$ cat config.mk
export PLATFORM = sky130hd
export DESIGN_NAME = ym2413_opll_lite_tt
export DESIGN_NICKNAME = d
export VERILOG_FILES = /design/src/rtl/ym2413_opll_lite_tt.sv
export SDC_FILE = /design/constraint.sdc
export NUM_CORES = 1
export LEC_CHECK = 0
export ABC_CLOCK_PERIOD_IN_PS = 5500
export CAP_MARGIN = 20
export CORE_ASPECT_RATIO = 1.25
export CORE_MARGIN = 4
export CORE_UTILIZATION = 47
export CTS_CLUSTER_DIAMETER = 50
export DETAILED_ROUTE_END_ITERATION = 8
export RECOVER_POWER = 100
export SKIP_CTS_REPAIR_TIMING = 1
export SYNTH_ARGS = -nofsm -noshare
export SYNTH_HDL_FRONTEND = slang
export SYNTH_SLANG_ARGS = --single-unit
$ cat constraint.sdc
create_clock -name clk -period 5.5 [get_ports clk]
set_input_delay 0.825 -clock clk [delete_from_list [all_inputs] [get_ports clk]]
set_output_delay 0.825 -clock clk [all_outputs]
set_load 0.01 [all_outputs]
$ cat src/rtl/ym2413_opll_lite_tt.sv
// Reduced YM2413 (OPLL)-style tone generator for a TinyTapeout tile.
// Nibble-serial register writes, nine square-wave channels summed into a
// 16-bit signed sample on {uo_out, uio_out}.
// Optional build macro OPLL_RHYTHM_MUTE_EN: reg 0x0E bit5 mutes channels 6-8.
module ym2413_opll_lite_tt #(
  parameter int unsigned CLKS_PER_SAMPLE = 72,
  parameter int unsigned NUM_CH          = 9,
  parameter int unsigned AMP_STEP        = 136
) (
  input  logic       clk,
  input  logic       rst_n,
  input  logic       ena,
  input  logic [7:0] ui_in,
  input  logic [7:0] uio_in,
  output logic [7:0] uo_out,
  output logic [7:0] uio_out,
  output logic [7:0] uio_oe
);

  localparam int unsigned CntW = $clog2(CLKS_PER_SAMPLE);
  localparam logic [CntW-1:0] CntLast = CntW'(CLKS_PER_SAMPLE - 1);

  // Write decoder state
  logic       wr_q, wr_d;
  logic [3:0] nib_q, nib_d;
  logic [7:0] addr_q, addr_d;
  logic [7:0] rhythm_q, rhythm_d;
  logic [7:0] fnum_lo_q [NUM_CH];
  logic [7:0] fnum_lo_d [NUM_CH];
  logic [5:0] ctrl_q    [NUM_CH];  // sustain, key, block[2:0], fnum[8]
  logic [5:0] ctrl_d    [NUM_CH];
  logic [7:0] vol_q     [NUM_CH];  // instrument[7:4], attenuation[3:0]
  logic [7:0] vol_d     [NUM_CH];

  // Sample engine state
  logic [18:0]        phase_q [NUM_CH];
  logic [18:0]        phase_d [NUM_CH];
  logic [CntW-1:0]    cnt_q, cnt_d;
  logic signed [15:0] acc_q, acc_d;
  logic [15:0]        sample_q, sample_d;

  logic [7:0]         wbyte;
  logic               wr_rise;
  logic [15:0]        inc;
  logic [10:0]        amp;
  logic signed [15:0] contrib;
  logic               mute;
  logic               unused_bits;

  assign wr_rise = ena & ui_in[6] & ~wr_q;
  assign wbyte   = {ui_in[3:0], nib_q};

  // Register-map write decode on the rising edge of the WR strobe
  always_comb begin
    wr_d      = ena ? ui_in[6] : wr_q;
    nib_d     = nib_q;
    addr_d    = addr_q;
    rhythm_d  = rhythm_q;
    fnum_lo_d = fnum_lo_q;
    ctrl_d    = ctrl_q;
    vol_d     = vol_q;
    if (wr_rise) begin
      if (!ui_in[4]) begin
        nib_d = ui_in[3:0];
      end else if (!ui_in[5]) begin
        addr_d = wbyte;
      end else if (addr_q == 8'h0E) begin
        rhythm_d = wbyte;
      end else begin
        for (int i = 0; i < NUM_CH; i++) begin
          if (addr_q[3:0] == 4'(i)) begin
            case (addr_q[7:4])
              4'h1:    fnum_lo_d[i] = wbyte;
              4'h2:    ctrl_d[i]    = wbyte[5:0];
              4'h3:    vol_d[i]     = wbyte;
              default: ;
            endcase
          end
        end
      end
    end
  end

  // One channel per slot for c = 0..NUM_CH-1, sample latch at the last slot
  always_comb begin
    phase_d  = phase_q;
    acc_d    = acc_q;
    sample_d = sample_q;
    cnt_d    = cnt_q;
    inc      = '0;
    amp      = '0;
    contrib  = '0;
    mute     = 1'b0;
    if (ena) begin
      cnt_d = (cnt_q == CntLast) ? '0 : cnt_q + 1'b1;
      for (int i = 0; i < NUM_CH; i++) begin
        if (cnt_q == CntW'(i)) begin
          inc = 16'({ctrl_q[i][0], fnum_lo_q[i]}) << ctrl_q[i][3:1];
          amp = 11'(4'd15 - vol_q[i][3:0]) * 11'(AMP_STEP);
`ifdef OPLL_RHYTHM_MUTE_EN
          mute = rhythm_q[5] && (i >= 6);
`else
          mute = 1'b0;
`endif
          if (ctrl_q[i][4] && !mute) begin
            // Sign taken from the phase before this slot's advance
            contrib    = phase_q[i][18] ? -$signed({5'd0, amp}) : $signed({5'd0, amp});
            phase_d[i] = phase_q[i] + 19'(inc);
          end else begin
            phase_d[i] = '0;
          end
          acc_d = acc_q + contrib;
        end
      end
      if (cnt_q == CntLast) begin
        sample_d = acc_q;
        acc_d    = '0;
      end
    end
  end

  // Stored-but-unused register bits and unused inputs
  always_comb begin
    unused_bits = ^{uio_in, ui_in[7], rhythm_q};
    for (int i = 0; i < NUM_CH; i++) begin
      unused_bits = unused_bits ^ (^{ctrl_q[i][5], vol_q[i][7:4]});
    end
  end

  // State registers, all cleared asynchronously
  always_ff @(posedge clk or negedge rst_n) begin
    if (!rst_n) begin
      wr_q     <= 1'b0;
      nib_q    <= '0;
      addr_q   <= '0;
      rhythm_q <= '0;
      cnt_q    <= '0;
      acc_q    <= '0;
      sample_q <= '0;
      for (int i = 0; i < NUM_CH; i++) begin
        fnum_lo_q[i] <= '0;
        ctrl_q[i]    <= '0;
        vol_q[i]     <= '0;
        phase_q[i]   <= '0;
      end
    end else begin
      wr_q      <= wr_d;
      nib_q     <= nib_d;
      addr_q    <= addr_d;
      rhythm_q  <= rhythm_d;
      cnt_q     <= cnt_d;
      acc_q     <= acc_d;
      sample_q  <= sample_d;
      fnum_lo_q <= fnum_lo_d;
      ctrl_q    <= ctrl_d;
      vol_q     <= vol_d;
      phase_q   <= phase_d;
    end
  end

  assign uo_out  = sample_q[15:8];
  assign uio_out = sample_q[7:0];
  assign uio_oe  = 8'hFF;

endmodule

==> impl_metrics.toml <==
[status]
status = "finished, violations left"
violations = "capacitance limit, slew limit"

[cells_and_area]
drive_above_1_share = 0.117
final_cell_mix = "nand2_1 (469), dfrtp_1 (370), o21ai_0 (324)"
mostFrequentLayoutCell = "nand2_1"
syn_to_final_growth_pct = 8.84
finalNonFillerCells = 3908
seqCellArea_um2 = 9260
fin_nets = 3308
diodes = 0
fillCellCount = 5489
multi_input_area_um2 = 17400

[timing]
fmax_ghz = 0.199
period_share = 0.912
worst_slew_pin_slew_ns = 2.74
relSlewSlack = -0.825
setup_tns_ns = 0
min_period_ns = 5.01
slew_viol_final = 412
hold_viol = 0
finalSetupViolCount = 0
clock_skew_ns = 0.0127
rsz0062_at_grt = "false"

[cts]
clk_latency_ns = 0.60
h-tree-depth = 2
path_clk_slew_ns = 0.06
clk_root_buffer_cell = "clkbuf_16"
cts_tree = "done"
cts_buffer_depth = 3
cts_sinks = 370
cts_buffers = 51

[power_and_ir_drop]
leakagePower_nw = 13.5
vdd_drop_max_v = 0.000242
p_per_area_nw_per_um2 = 274

[critical_path]
cp.arrival_ns = 5.47
crit_path_start_kind = "register"
required_ns = 5.96
path_class = "reg -> reg"
endpoint_kind = "register"
cp_max_fo = 7

[global_routing]
antenna_found_initial = 3
grt_pass1_vias = 23300
grt_start_max_net_pins = 121
grt_usage = 0.232
grt_pass1_wl_um = 121000
grt-ovfl-total = 0

[routing]
drc = 0
dr.pass1.iters = 5
via_per_inst = 6.07
route.detailed.wl_per_inst_um = 19.0
routed_wl_um = 74100
drt_iter0_drc = 1673
vias = 23700
ant_nets = 0

[min_path]
min_path_type = "reg -> reg"

[die]
dieHeight_um = 279
rows = 99
die_area_um2 = 62600
dieWidth_um = 225
core_um2 = 58200
start_util = 0.474
ios = 43

[synth]
seq_area_frac_synth = 0.336
synthFlopType = "dfrtp_1"
synthArstFlopShare = 1.00
yosys_register_bits = 370
syn_inst = 3152
yosysWarnings = 0
synth_top_area_frac = 0.336
synthTopCellsByArea = "dfrtp_1 (34%), mux2_2 (8.8%), ha_1 (7.7%)"
synth-edff-count = 0
synth_area_per_cell_um2 = 8.75
netlist_area_um2 = 27600
synth.largest_area_cell = "dfrtp_1"
synth.distinct_cells = 90

[job]
cap_violations = 5

[placement]
dp.cells = 3814
globalplace.congestion = 0.952
numPortBuffers = 22
dpl.hpwl_um = 54000
[power by group]
part	internal, mW	leakage, nW	switching [mW]
registers	2.88	5.08	0.273
clock network	1.96	0.834	1.37
logic	0.638	7.60	1.11
total	5.48	13.5	2.75
[registers in the layout, indices dropped and copies added, names as in the netlist]
signal     flops
vol_q         36
wr_q           1
ctrl_q        45
cnt_q          7
sample_q      13
fnum_lo_q     72
acc_q         13
nib_q          4
addr_q         8
phase_q      171
[cell families after synthesis]
logic type / share of synthesized area
AO/OA/AOI/OAI: 0.219
XOR/XNOR: 0.0438
adder cells (fa/ha/maj): 0.0839
buffers and inverters: 0.0331
flip-flops: 0.336
multiplexers: 0.117
other: 0.000272
AND/OR/NAND/NOR: 0.168
[worst max-delay path, stage by stage (launching register included)]
cell and delay, ns:
dfrtp_1 0.41, inv_1 0.10, ha_1 0.35, nor4b_2 0.59, nand2_1 0.33, nor2_1 0.20
a21oi_1 0.06, o211ai_1 0.15, a21oi_1 0.11, a211oi_1 0.45, o31ai_1 0.18, fa_1 0.45
nor2b_1 0.13, o21a_1 0.13, o21ai_0 0.12, a2111o_1 0.46, a31oi_1 0.32, nor3_1 0.08
mux2i_1 0.15, nand4_1 0.10
[path summary, 6_finish.rpt]
kind                                    startpoint  slack [ns]                        to  cells past startpoint
min reg2reg                phase_q[57]$_DFFE_PN0P_        0.48   phase_q[57]$_DFFE_PN0P_                      2
max reg2reg                   cnt_q[1]$_DFFE_PN0P_        0.49     acc_q[15]$_DFFE_PN0P_                     19
min in group asynchronous                    rst_n        1.08   phase_q[62]$_DFFE_PN0P_                      1
max                           cnt_q[1]$_DFFE_PN0P_        0.49     acc_q[15]$_DFFE_PN0P_                     19
min                        phase_q[57]$_DFFE_PN0P_        0.48   phase_q[57]$_DFFE_PN0P_                      2
max in group asynchronous                    rst_n        1.37  phase_q[147]$_DFFE_PN0P_                      2
[area by class of cell]
| type | instances | area share |
|---|---|---|
| clock buffer | 60 | 0.0467 |
| timing repair buffer | 61 | 0.0159 |
| multi-input combinational | 2569 | 0.580 |
| sequential | 370 | 0.308 |
| clock inverter | 34 | 0.0106 |
| inverter | 57 | 0.00713 |
| tap | 757 | 0.0316 |
[Yosys cell counts, drive strengths merged (5+ instances only)]
cell type	n
nand2	469
dfrtp	370
o21ai	330
mux2	216
ha	169
nor2	162
a21oi	159
clkbuf	133
nand3	100
mux2i	79
nor3	78
xor2	77
a21o	65
xnor2	61
inv	56
o31ai	50
a211oi	43
o22ai	38
and3	37
nand2b	34
buf	32
a31oi	30
and2	27
o21a	25
o21bai	23
nand4	22
nor2b	19
o2111ai	18
o211ai	17
o311ai	17
a2111oi	16
a211o	16
or2	16
o41ai	13
nor4	12
a311oi	10
fa	10
or3	10
nand3b	8
o221ai	7
a21boi	6
or4	6
a2111o	5
a31o	5
[metrics by stage]
stage	power [mW]	instance area (um2)	util	hold slack (ns)	setup WS, ns
finish	8.23	30000	0.516	0.479	0.486
global route	8.66	30000	0.516	0.513	0.129
detailed placement	4.93	28400	0.488	0.469	0.599
global placement	4.89	28400	0.488	0.457	0.651
CTS	8.31	30100	0.517	0.315	0.589
floorplan	4.40	27600	-	0.445	1.15
[layer usage]
layer / part of all wire / GRT usage / vias up
met1: 0.43 / 0.299 / 11500
li1: - / - / 11500
met5: 0 / 0 / -
met3: 0.044 / 0.0332 / 151
met2: 0.49 / 0.401 / 524
met4: 0.032 / 0.0798 / 0
(Power assumes the default switching activity.)
